$ cat config.mk
export PLATFORM = sky130hd
export DESIGN_NAME = div_repsub_unit_flat
export DESIGN_NICKNAME = d
export VERILOG_FILES = /design/src/rtl/div_repsub_if.sv /design/src/rtl/div_repsub_unit.sv /design/src/flat_wrapper.sv
export SDC_FILE = /design/constraint.sdc
export NUM_CORES = 1
export LEC_CHECK = 0
export BUFFER_PORTS_ARGS = -buffer_cell sky130_fd_sc_hd__buf_2
export CAP_MARGIN = 20
export CORE_UTILIZATION = 50
export CTS_CLUSTER_DIAMETER = 200
export DETAILED_ROUTE_END_ITERATION = 16
export GPL_TIMING_DRIVEN = 1
export PLACE_DENSITY = 0.74
export SLEW_MARGIN = 30
export SYNTH_ARGS = -nofsm -noshare
export SYNTH_HDL_FRONTEND = slang
export SYNTH_SLANG_ARGS = --single-unit
$ cat constraint.sdc
create_clock -name clk -period 3.7 [get_ports clk]
set_input_delay 0.37 -clock clk [delete_from_list [all_inputs] [get_ports clk]]
set_output_delay 0.37 -clock clk [all_outputs]
set_load 0.005 [all_outputs]
$ cat src/rtl/div_repsub_if.sv
// Operand/result bundle for the repeated-subtraction divider.
// The requester drives start and the shared data_in bus; the divider returns status and results.
interface div_repsub_if #(
  parameter int WIDTH = 16
);
  logic             start;
  logic [WIDTH-1:0] data_in;
  logic             busy;
  logic             done;
  logic             div_by_zero;
  logic [WIDTH-1:0] quotient;
  logic [WIDTH-1:0] remainder;

  modport master (
    output start, data_in,
    input  busy, done, div_by_zero, quotient, remainder
  );

  modport slave (
    input  start, data_in,
    output busy, done, div_by_zero, quotient, remainder
  );
endinterface

$ cat src/rtl/div_repsub_unit.sv
// Sequential unsigned divider by repeated subtraction. The dividend is taken with start and
// the divisor on the following cycle from the same bus; results are held until the next completion.
module div_repsub_unit #(
  parameter int WIDTH = 16
) (
  input  logic        clk,
  input  logic        rst,
  div_repsub_if.slave bus
);

  typedef enum logic [2:0] {
    S_IDLE  = 3'd0,
    S_LOADB = 3'd1,
    S_CHECK = 3'd2,
    S_SUB   = 3'd3,
    S_DONE  = 3'd4
  } state_t;

  state_t           state_r;
  state_t           next_state_s;
  logic [WIDTH-1:0] rem_work_r;
  logic [WIDTH-1:0] divisor_r;
  logic [WIDTH-1:0] quot_work_r;
  logic [WIDTH-1:0] quotient_r;
  logic [WIDTH-1:0] remainder_r;
  logic             div_by_zero_r;
  logic             busy_s;
  logic             done_s;
  logic             divisor_zero_s;
  logic             can_sub_s;

  assign divisor_zero_s = (divisor_r == {WIDTH{1'b0}});
  assign can_sub_s      = (rem_work_r >= divisor_r);

  // State register.
  always_ff @(posedge clk or posedge rst) begin
    if (rst) begin
      state_r <= S_IDLE;
    end else begin
      state_r <= next_state_s;
    end
  end

  // Next-state logic.
  always_comb begin
    next_state_s = state_r;
    case (state_r)
      S_IDLE: begin
        if (bus.start) begin
          next_state_s = S_LOADB;
        end else begin
          next_state_s = S_IDLE;
        end
      end
      S_LOADB: next_state_s = S_CHECK;
      S_CHECK: begin
        if (divisor_zero_s) begin
          next_state_s = S_DONE;
        end else begin
          next_state_s = S_SUB;
        end
      end
      S_SUB: begin
        if (can_sub_s) begin
          next_state_s = S_SUB;
        end else begin
          next_state_s = S_DONE;
        end
      end
      S_DONE:  next_state_s = S_IDLE;
      default: next_state_s = S_IDLE;
    endcase
  end

  // Status decode from the state register.
  always_comb begin
    busy_s = 1'b0;
    done_s = 1'b0;
    case (state_r)
      S_LOADB, S_CHECK, S_SUB: busy_s = 1'b1;
      S_DONE:                  done_s = 1'b1;
      default: begin
        busy_s = 1'b0;
        done_s = 1'b0;
      end
    endcase
  end

  // Datapath: operand capture, subtract loop and result latching on entry to DONE.
  always_ff @(posedge clk or posedge rst) begin
    if (rst) begin
      rem_work_r    <= {WIDTH{1'b0}};
      divisor_r     <= {WIDTH{1'b0}};
      quot_work_r   <= {WIDTH{1'b0}};
      quotient_r    <= {WIDTH{1'b0}};
      remainder_r   <= {WIDTH{1'b0}};
      div_by_zero_r <= 1'b0;
    end else begin
      case (state_r)
        S_IDLE: begin
          if (bus.start) begin
            rem_work_r    <= bus.data_in;
            quot_work_r   <= {WIDTH{1'b0}};
            div_by_zero_r <= 1'b0;
          end
        end
        S_LOADB: divisor_r <= bus.data_in;
        S_CHECK: begin
          // Zero divisor reports all-ones quotient and passes the dividend through.
          if (divisor_zero_s) begin
            quotient_r    <= {WIDTH{1'b1}};
            remainder_r   <= rem_work_r;
            div_by_zero_r <= 1'b1;
          end
        end
        S_SUB: begin
          if (can_sub_s) begin
            rem_work_r  <= rem_work_r - divisor_r;
            quot_work_r <= quot_work_r + {{(WIDTH-1){1'b0}}, 1'b1};
          end else begin
            quotient_r  <= quot_work_r;
            remainder_r <= rem_work_r;
          end
        end
        default: begin
        end
      endcase
    end
  end

  assign bus.busy        = busy_s;
  assign bus.done        = done_s;
  assign bus.div_by_zero = div_by_zero_r;
  assign bus.quotient    = quotient_r;
  assign bus.remainder   = remainder_r;

endmodule
$ cat src/flat_wrapper.sv
// flat-port wrapper written by rule: the top's interface ports become plain ports
module div_repsub_unit_flat 
#(
  parameter int WIDTH = 16
)
  (clk, rst, bus_start, bus_data_in, bus_busy, bus_done, bus_div_by_zero, bus_quotient, bus_remainder);
  div_repsub_if #(.WIDTH(WIDTH)) bus_i ();
  input  logic clk;
  input  logic rst;
  input wire logic [$bits(bus_i.start)-1:0] bus_start;
  input wire logic [$bits(bus_i.data_in)-1:0] bus_data_in;
  output wire logic [$bits(bus_i.busy)-1:0] bus_busy;
  output wire logic [$bits(bus_i.done)-1:0] bus_done;
  output wire logic [$bits(bus_i.div_by_zero)-1:0] bus_div_by_zero;
  output wire logic [$bits(bus_i.quotient)-1:0] bus_quotient;
  output wire logic [$bits(bus_i.remainder)-1:0] bus_remainder;
  assign bus_i.start = bus_start;
  assign bus_i.data_in = bus_data_in;
  assign bus_busy = bus_i.busy;
  assign bus_done = bus_i.done;
  assign bus_div_by_zero = bus_i.div_by_zero;
  assign bus_quotient = bus_i.quotient;
  assign bus_remainder = bus_i.remainder;
  div_repsub_unit #(.WIDTH(WIDTH)) u_core (.clk(clk), .rst(rst), .bus(bus_i));
endmodule
==> results of run 1 <==
[layer usage]
layer,GRT usage,routed length [um],part of all wire,vias to the layer above
li1,-,-,-,1718
met1,0.319,4870,0.47,1748
met3,0.0417,439,0.042,17
met4,0.0781,121,0.012,0
met5,0,0,0,-
met2,0.381,5000,0.48,107
[worst paths after layout]
path | to | slack [ns] | cells past startpoint
hold / removal | u_core.bus.quotient[10] | 0.05 | 2
setup reg to reg | u_core.rem_work_r[9] | 0.81 | 9
min in group clk | u_core.divisor_r[4] | 0.23 | 3
setup / recovery | u_core.rem_work_r[9] | 0.81 | 9
max in group asynchronous | u_core.divisor_r[10] | 2.61 | 3
hold reg to reg | u_core.bus.remainder[2] | 0.48 | 1
[critical path: cells and delay by family, from the launching register on]
family                   cells  cell delay, ns
AND/OR/NAND/NOR              2            0.53
AO/OA/AOI/OAI                4            0.83
multiplexers                 1            0.38
flip-flops                   1            0.42
adder cells (fa/ha/maj)      2            0.62
[per-stage QoR]
step	cell area (um^2)	setup slack, ns
finish	5050	0.808
global route	5050	0.680
CTS	5030	0.681
detailed placement	4830	0.698
global placement	4830	0.762
floorplan	4520	1.16
[state kept, by name, indices dropped and copies added (netlist names)]
| signal | flops |
|---|---|
| u_core.bus.div_by_zero | 1 |
| u_core.state_r | 3 |
| u_core.divisor_r | 16 |
| u_core.bus.remainder | 16 |
| u_core.rem_work_r | 16 |
| u_core.bus.quotient | 16 |
| u_core.quot_work_r | 16 |
[area by class of cell]
cell class | instances | area (um^2) | share of cell area
clock buffer | 11 | 131 | 0.0260
sequential | 84 | 2100 | 0.416
inverter | 21 | 80.1 | 0.0158
timing repair buffer | 60 | 338 | 0.0668
tap | 108 | 135 | 0.0267
clock inverter | 5 | 62.6 | 0.0124
multi-input combinational | 322 | 2200 | 0.436
[power by group]
group	internal, uW	switching (uW)	total, uW
sequential	1320	285	1610
clock	315	341	656
combinational	1300	1690	2990
[cells by family after synthesis]
| group | synth area share |
|---|---|
| and+or+nand+nor | 0.148 |
| AOI/OAI and AO/OA | 0.194 |
| DFF | 0.465 |
| buffers and inverters | 0.0490 |
| muxes | 0.0725 |
| adders and majority gates | 0.0515 |
| xor gates and xnor gates | 0.0194 |
[layout by cell type (no fill, tap or decap), types with 4 or more instances in the layout]
cell type  count
o21ai_0       37
nor2_1        23
nor4_1         5
buf_4          6
nor2b_1        4
ha_1          17
and3_1         6
nand2_1       54
a21oi_1       15
o22a_1        16
inv_1         20
xor2_1         4
buf_2         53
a31oi_1        9
o211ai_1       4
mux2_1        15
and2_1         4
dfrtp_1       84
nor3_1         8
mux2_2         7
a21o_1         6
mux2_4         4
nand2b_1       4
nand3_1       13
xnor2_1        6
clkbuf_8       9
nand4_1        9
o31ai_1       13
==> impl_metrics.json, run 1 <==
{
  "netlist_area_um2": 4520,
  "die_w_um": 97.1,
  "detail_route.wl_per_cell_um": 17.1,
  "reg2reg_from": "u_core.divisor_r[0]",
  "worst-setup-path-type": "flop to flop",
  "fmax_mhz": 346,
  "synth_nets": 489,
  "ioPinCount": 54,
  "cts_num_sinks": 84,
  "tns_ns": 0,
  "post_cts_resized": 0,
  "insertion_delay_ns": 0.36,
  "synth_top_area_frac": 0.465,
  "grt_pass1_vias": 3664,
  "diodes": 0,
  "core-area_um2": 8720,
  "h-tree-depth": 3,
  "overflow": 0,
  "p_per_area_nw_per_um2": 1040,
  "layout-drive-gt1-share": 0.201,
  "tightest_slew_ns": 0.730,
  "dp_hpwl_um": 7310,
  "clockBufferDepth": 2,
  "final-hold-violation-count": 0,
  "synth-main-ff-cell": "dfrtp_1",
  "ant_nets": 0,
  "slowest_delay_ns": 0.42,
  "skew_ns": 0.0112,
  "fin_util": 0.579,
  "yosys-top-cells-area": "dfrtp_1 47%, ha_1 4.7%, nand2_1 4.5%",
  "syn_area_per_cell_um2": 10.0,
  "path_cells": "ha_1 > fa_1 > nand2b_1 > o2bb2ai_2 > a21oi_1 > o211ai_2 > a21o_4 > nand2_2 > mux2_2",
  "cap_violations": 0,
  "arrival_ns": 3.14,
  "worstSetupStartpointType": "flop",
  "syn_to_final_growth_pct": 11.8,
  "cts_buffers": 9,
  "max_slew_margin": 0.512,
  "cts_setup_buffers": 0,
  "hold_buffers": 0,
  "core.rowCount": 34,
  "fin_nets": 535,
  "rsz0062_at_grt": "no",
  "synth-seq-cells": 84,
  "wl_um": 10400,
  "synthCells": 452,
  "gp_congestion": 0.892,
  "min_period_ns": 2.89,
  "instances_no_fill": 611,
  "seq_area_frac_synth": 0.465,
  "total_power_uw": 5260,
  "synth_top_cells_by_count": "84 x dfrtp_1, 54 x nand2_1, 37 x o21ai_0",
  "leakage_uw": 0.00228,
  "end_kind": "flop",
  "yosys_warnings": 0,
  "cp.required_ns": 3.94,
  "port-buffer-count": 53,
  "async_reset_ff_frac": 1.00,
  "clockRootBuffer": "clkbuf_8",
  "finalMaxSlewViolations": 0,
  "status": "complete, no violations",
  "drt_iter0_drc": 263,
  "crit_slowest_cell": "dfrtp_1",
  "antenna_found_initial": 0,
  "finalSetupViolations": 0,
  "avgViaCountPerCell": 5.88,
  "synth_edf_count": 0,
  "period_share": 0.782,
  "dp_cells": 594,
  "vdd_drop_max_v": 0.000567,
  "startpoint": "u_core.divisor_r[0]",
  "grt_pass1_wl_um": 17800,
  "start_util": 0.518,
  "ys_types": 58,
  "dieArea_um2": 9420,
  "drc": 0,
  "yosys.cell_count.top_type": "dfrtp_1",
  "die_h_um": 97.1,
  "routed-via-count": 3590,
  "holdWs_ns": 0.0513,
  "hold_path.class": "input port to asynchronous set/reset pin",
  "path_clk_slew_ns": 0.09,
  "yosysTopAreaCell": "dfrtp_1",
  "grt_usage": 0.235,
  "drt-pass1-iter-count": 5,
  "cts_tree": "done",
  "cp_max_fo": 14,
  "fillers": 762,
  "grt_max_degree": 49
}
Power figures use the tool's default switching activity.
==> inputs of run 2 (changes only) <==
ABC_AREA = 1   (was not set)
clock period = 2.8 ns   (was 3.7 ns; I/O delays follow)
==> run 2 against run 1 <==
Clock skew is 0.0022 ns higher. Core utilization is 1.1 points lower. Maximum frequency up 21%. Highest routed layer unchanged.
==> impl_metrics.json, run 2 <==
{
  "total_power_uw": 6550,
  "synth_nets": 734,
  "hold_buffers": 0,
  "drc": 0,
  "fin_nets": 781,
  "cts_buffers": 9,
  "grt_max_degree": 46,
  "most-common-layout-cells": "277 x nand2_1, 84 x dfrtp_1, 72 x inv_1",
  "rsz0062_at_grt": "no",
  "fmax_mhz": 419,
  "clockBufferDepth": 2,
  "core-area_um2": 9680,
  "finalSetupViolations": 0,
  "synth_edf_count": 0,
  "async_reset_ff_frac": 1.00,
  "reg2reg_from": "u_core.rem_work_r[0]",
  "port-buffer-count": 53,
  "yosys.cell_count.top_type": "nand2_1",
  "clockRootBuffer": "clkbuf_8",
  "syn_area_per_cell_um2": 7.13,
  "insertion_delay_ns": 0.37,
  "tns_ns": 0,
  "finalMaxSlewViolations": 0,
  "gp_congestion": 0.951,
  "cts_setup_buffers": 0,
  "multi_input_area_um2": 2420,
  "dp_hpwl_um": 8470,
  "routed-via-count": 4575,
  "worstSetupStartpointType": "flop",
  "r2r_end": "u_core.bus.remainder[0]",
  "regArea_um2": 2100,
  "status": "complete, no violations",
  "overflow": 0,
  "synth-main-ff-cell": "dfrtp_1",
  "arrival_ns": 2.69,
  "synthCells": 697,
  "skew_ns": 0.0133,
  "synth_top_cells_by_count": "278 x nand2_1, 84 x dfrtp_1, 73 x inv_1",
  "grtUsageMet3": 0.0304,
  "cap_violations": 0,
  "cts_tree": "done",
  "drt-pass1-iter-count": 5,
  "pre_cts_ws_ns": 0.449,
  "post_cts_resized": 0,
  "leakage_uw": 0.00304,
  "gr-usage-met1": 0.350,
  "end_kind": "flop",
  "reg2reg_depth": 14,
  "synth_top_area_frac": 0.423,
  "cp.required_ns": 3.10,
  "p_per_area_nw_per_um2": 1190,
  "start_util": 0.513,
  "ioPinCount": 54,
  "vdd_drop_max_v": 0.000454,
  "r2r_setup_slack_ns": 0.41,
  "min_period_ns": 2.39,
  "met2_usage": 0.364,
  "die_w_um": 102,
  "top_usage_layer": "met2",
  "netlist_area_um2": 4970,
  "syn_to_final_growth_pct": 10.7,
  "path_clk_slew_ns": 0.10,
  "cts_num_sinks": 84,
  "cp_max_fo": 32,
  "worst-setup-path-type": "flop to flop",
  "dieArea_um2": 10300,
  "max_slew_margin": 0.490,
  "period_share": 0.853,
  "core.rowCount": 36,
  "layout-drive-gt1-share": 0.143,
  "wl_um": 11600,
  "layout_commonest_cell": "nand2_1",
  "seq_area_frac_synth": 0.423,
  "yosysTopAreaCell": "dfrtp_1",
  "fillers": 923,
  "ant_nets": 0,
  "yosys_warnings": 0,
  "tightest_slew_ns": 0.764,
  "grt_usage": 0.242,
  "die_h_um": 102,
  "diodes": 0,
  "antenna_found_initial": 0,
  "ys_types": 31,
  "avgViaCountPerCell": 5.19,
  "synth-seq-cells": 84,
  "yosys-top-cells-area": "dfrtp_1 42%, nand2_1 21%, nand3_1 6.2%",
  "drt_iter0_drc": 369,
  "detail_route.wl_per_cell_um": 13.2,
  "grt_pass1_wl_um": 19400,
  "final-hold-violation-count": 0,
  "hold_path.class": "input port to asynchronous set/reset pin",
  "worst_slack_ns": 0.411,
  "grt_pass1_vias": 4126,
  "h-tree-depth": 3
}
run 2: critical path, cell delays in order (launching register included):
cell and delay, ns:
dfrtp_1 0.40, inv_1 0.07, ha_1 0.21, fa_1 0.40
inv_1 0.09, nand3_1 0.08, nand3_2 0.10, nand2_1 0.10
nand3_2 0.09, nand2_2 0.06, nand3_2 0.08, nand2_4 0.05
inv_2 0.37, nand2_1 0.12, nand2_1 0.08
run 2: how the worst max path moves through the flow:
stage,from,to,slack [ns],cells past startpoint
floorplan,rst,u_core.bus.div_by_zero,0.35,1
detailed placement,u_core.rem_work_r[0],u_core.bus.remainder[0],0.45,14
global route,u_core.rem_work_r[0],u_core.bus.remainder[6],0.18,14
finish,u_core.rem_work_r[0],u_core.bus.remainder[0],0.41,14
global placement,u_core.rem_work_r[0],u_core.bus.quotient[9],0.57,14
CTS,u_core.rem_work_r[0],u_core.bus.remainder[0],0.41,14
run 2: kinds of logic after synthesis:
family                   synth area share
AND/OR/NAND/NOR                     0.363
buffers and inverters              0.0904
flip-flops                          0.423
AO/OA/AOI/OAI                      0.0589
adder cells (fa/ha/maj)            0.0468
XOR/XNOR                           0.0176
run 2: metal layers:
layer / share of wire / up-vias
li1: - / 2274
met1: 0.49 / 2109
met2: 0.43 / 172
met3: 0.062 / 20
met4: 0.020 / 0
met5: 0 / -
run 2: stage by stage:
step	utilization	hold slack [ns]	cells	area [um^2]
CTS	0.568	0.0318	882	5500
detailed placement	0.549	0.433	866	5320
global placement	0.549	0.425	866	5320
floorplan	-	0.439	697	4970
finish	0.568	0.0173	882	5500
global route	0.568	0.0744	882	5500
run 2: report_power, final:
group | internal (uW) | leakage, uW | switching (uW)
registers | 1700 | 0.00105 | 337
clock network | 336 | 0.0000886 | 495
logic | 1300 | 0.00191 | 2390
total | 3340 | 0.00304 | 3220
run 2: area by class of cell:
class,count,area share
clock inverters,7,0.0105
repair buffers,60,0.0600
inverters,80,0.0548
multi-input cells,509,0.440
clock buffers,9,0.0225
well taps,133,0.0302
flip-flops and latches,84,0.382
==> inputs of run 3 (changes only) <==
BUFFER_PORTS_ARGS = not set   (was -buffer_cell sky130_fd_sc_hd__buf_2)
DONT_BUFFER_PORTS = 1   (was not set)
HOLD_SLACK_MARGIN = 0.05   (was not set)
PLACE_DENSITY = 0.69   (was 0.74)
==> run 3 against run 2 <==
Cell area fell by 4.0%. Largest cell class unchanged. Die area is the same. Clock-buffer cell count unchanged. Via count decreased by 5.2%. Register-to-register slack worse by 0.05 ns. Routed wire length up 1.4%. Total power barely moved. Sequential share of layout area is 1.6 points higher.
==> impl_metrics.json, run 3 (synthesis results as in run 2) <==
{
  "drt_iter0_drc": 319,
  "tns_ns": 0,
  "rsz0062_at_grt": "no",
  "routed-via-count": 4335,
  "holdPathStages": 2,
  "dieArea_um2": 10300,
  "final-hold-violation-count": 0,
  "die_w_um": 102,
  "insertion_delay_ns": 0.36,
  "skew_ns": 0.0110,
  "detail_route.wl_per_cell_um": 14.3,
  "ioPinCount": 54,
  "layout-drive-gt1-share": 0.0748,
  "fmax_mhz": 410,
  "leakage_uw": 0.00284,
  "worstSetupStartpointType": "flop",
  "overflow": 0,
  "crit_slowest_cell": "fa_1",
  "die_h_um": 102,
  "grt_pass1_wl_um": 19400,
  "dp_hpwl_um": 8400,
  "start_util": 0.513,
  "finalMaxSlewViolations": 0,
  "path_cells": "inv_1 > ha_1 > fa_1 > inv_1 > nand3_1 > nand3_2 > nand2_1 > nand3_2 > nand2_2 > nand3_2 > nand2_4 > inv_4 > nand2_1 > nand2_1",
  "p_per_area_nw_per_um2": 1240,
  "grt_max_degree": 85,
  "cts_tree": "done",
  "min_period_ns": 2.44,
  "cts_buffers": 9,
  "drt-pass1-iter-count": 5,
  "tightest_slew_ns": 0.751,
  "max_slew_margin": 0.498,
  "fin_nets": 727,
  "cap_violations": 0,
  "h-tree-depth": 3,
  "diodes": 0,
  "avgViaCountPerCell": 5.24,
  "worst-setup-path-type": "flop to flop",
  "antenna_found_initial": 0,
  "grt_pass1_vias": 4038,
  "clockBufferDepth": 2,
  "cp_max_fo": 34,
  "clockRootBuffer": "clkbuf_8",
  "core-area_um2": 9680,
  "syn_to_final_growth_pct": 6.30,
  "fillers": 951,
  "drc": 0,
  "cts_num_sinks": 84,
  "vdd_drop_max_v": 0.000502,
  "grt_usage": 0.243,
  "finalSetupViolations": 0,
  "gp_congestion": 0.908,
  "period_share": 0.871,
  "ant_nets": 0,
  "arrival_ns": 2.74,
  "path_clk_slew_ns": 0.09,
  "end_kind": "flop",
  "core.rowCount": 36,
  "cp.required_ns": 3.10,
  "place_area_um2": 5040,
  "stdcell_area_um2": 5280,
  "slowest_delay_ns": 0.41,
  "reg2reg_depth": 14,
  "most-common-layout-cells": "277 x nand2_1, 84 x dfrtp_1, 72 x inv_1",
  "layout_commonest_cell": "nand2_1",
  "port-buffer-count": 0,
  "hold_path.class": "input port to flop",
  "wl_um": 11800,
  "status": "complete, no violations"
}
## run 3: changes by cell type in the layout (fill, tap and decap cells not counted), sizes merged
cell	change
bufinv	+2
inv	-1
dlygate4sd3	+1
buf	-55
clkinvlp	-1
## run 3: layout make-up
cell class	count	area, um^2	share of cell area
timing repair buffer	6	60.1	0.0114
tap	133	166	0.0315
clock inverter	7	105	0.0199
inverter	80	304	0.0576
multi-input combinational	509	2420	0.458
clock buffer	9	124	0.0235
sequential	84	2100	0.398
## run 3: path summary, 6_finish.rpt
| check | slack (ns) | start | endpoint |
|---|---|---|---|
| worst max-delay path | 0.36 | u_core.rem_work_r[0] | u_core.bus.quotient[0] |
| worst max register to register | 0.36 | u_core.rem_work_r[0] | u_core.bus.quotient[0] |
| worst min-delay path | 0.07 | bus_data_in[9] | u_core.divisor_r[9] |
| max in group asynchronous | 1.99 | rst | u_core.quot_work_r[8] |
| min in group asynchronous | 0.48 | rst | u_core.bus.remainder[2] |
| worst min register to register | 0.50 | u_core.divisor_r[6] | u_core.divisor_r[6] |
## run 3: critical path: cells and delay by family, from the launching register on
family,cells,cell delay [ns]
adder cells (fa/ha/maj),2,0.62
flip-flops,1,0.39
buffers and inverters,3,0.46
AND/OR/NAND/NOR,9,0.93
## run 3: per-layer routing
layer / part of all wire / vias up / GRT usage
li1: - / 2156 / -
met1: 0.48 / 2011 / 0.352
met2: 0.42 / 154 / 0.358
met3: 0.077 / 14 / 0.0393
met4: 0.016 / 0 / 0.105
met5: 0 / - / 0
## run 3: through the flow
step | hold slack [ns] | util | cells | total power, uW | setup slack (ns)
6_report | 0.0715 | 0.545 | 828 | 6560 | 0.360
5_1_grt | 0.0648 | 0.545 | 828 | 7170 | 0.139
4_1_cts | 0.0529 | 0.545 | 828 | 6540 | 0.208
3_5_place_dp | 0.299 | 0.520 | 811 | 5540 | 0.244
3_3_place_gp | 0.293 | 0.520 | 811 | 5390 | 0.379
2_1_floorplan | 0.439 | - | 697 | 4810 | 0.355
## run 3: power breakdown
group	leakage (uW)	total, uW	switching, uW	internal (uW)
Combinational	0.00168	3440	2310	1140
Sequential	0.00105	2120	411	1710
Clock	0.000112	997	481	516
Total	0.00284	6560	3200	3360
## run 3: what timing repair did
item	CTS	global route
setup endpoints to repair	0	10
endpoints found under the hold margin	84	0
setup buffers	0	0
resized for setup	0	2
hold buffers	1	0
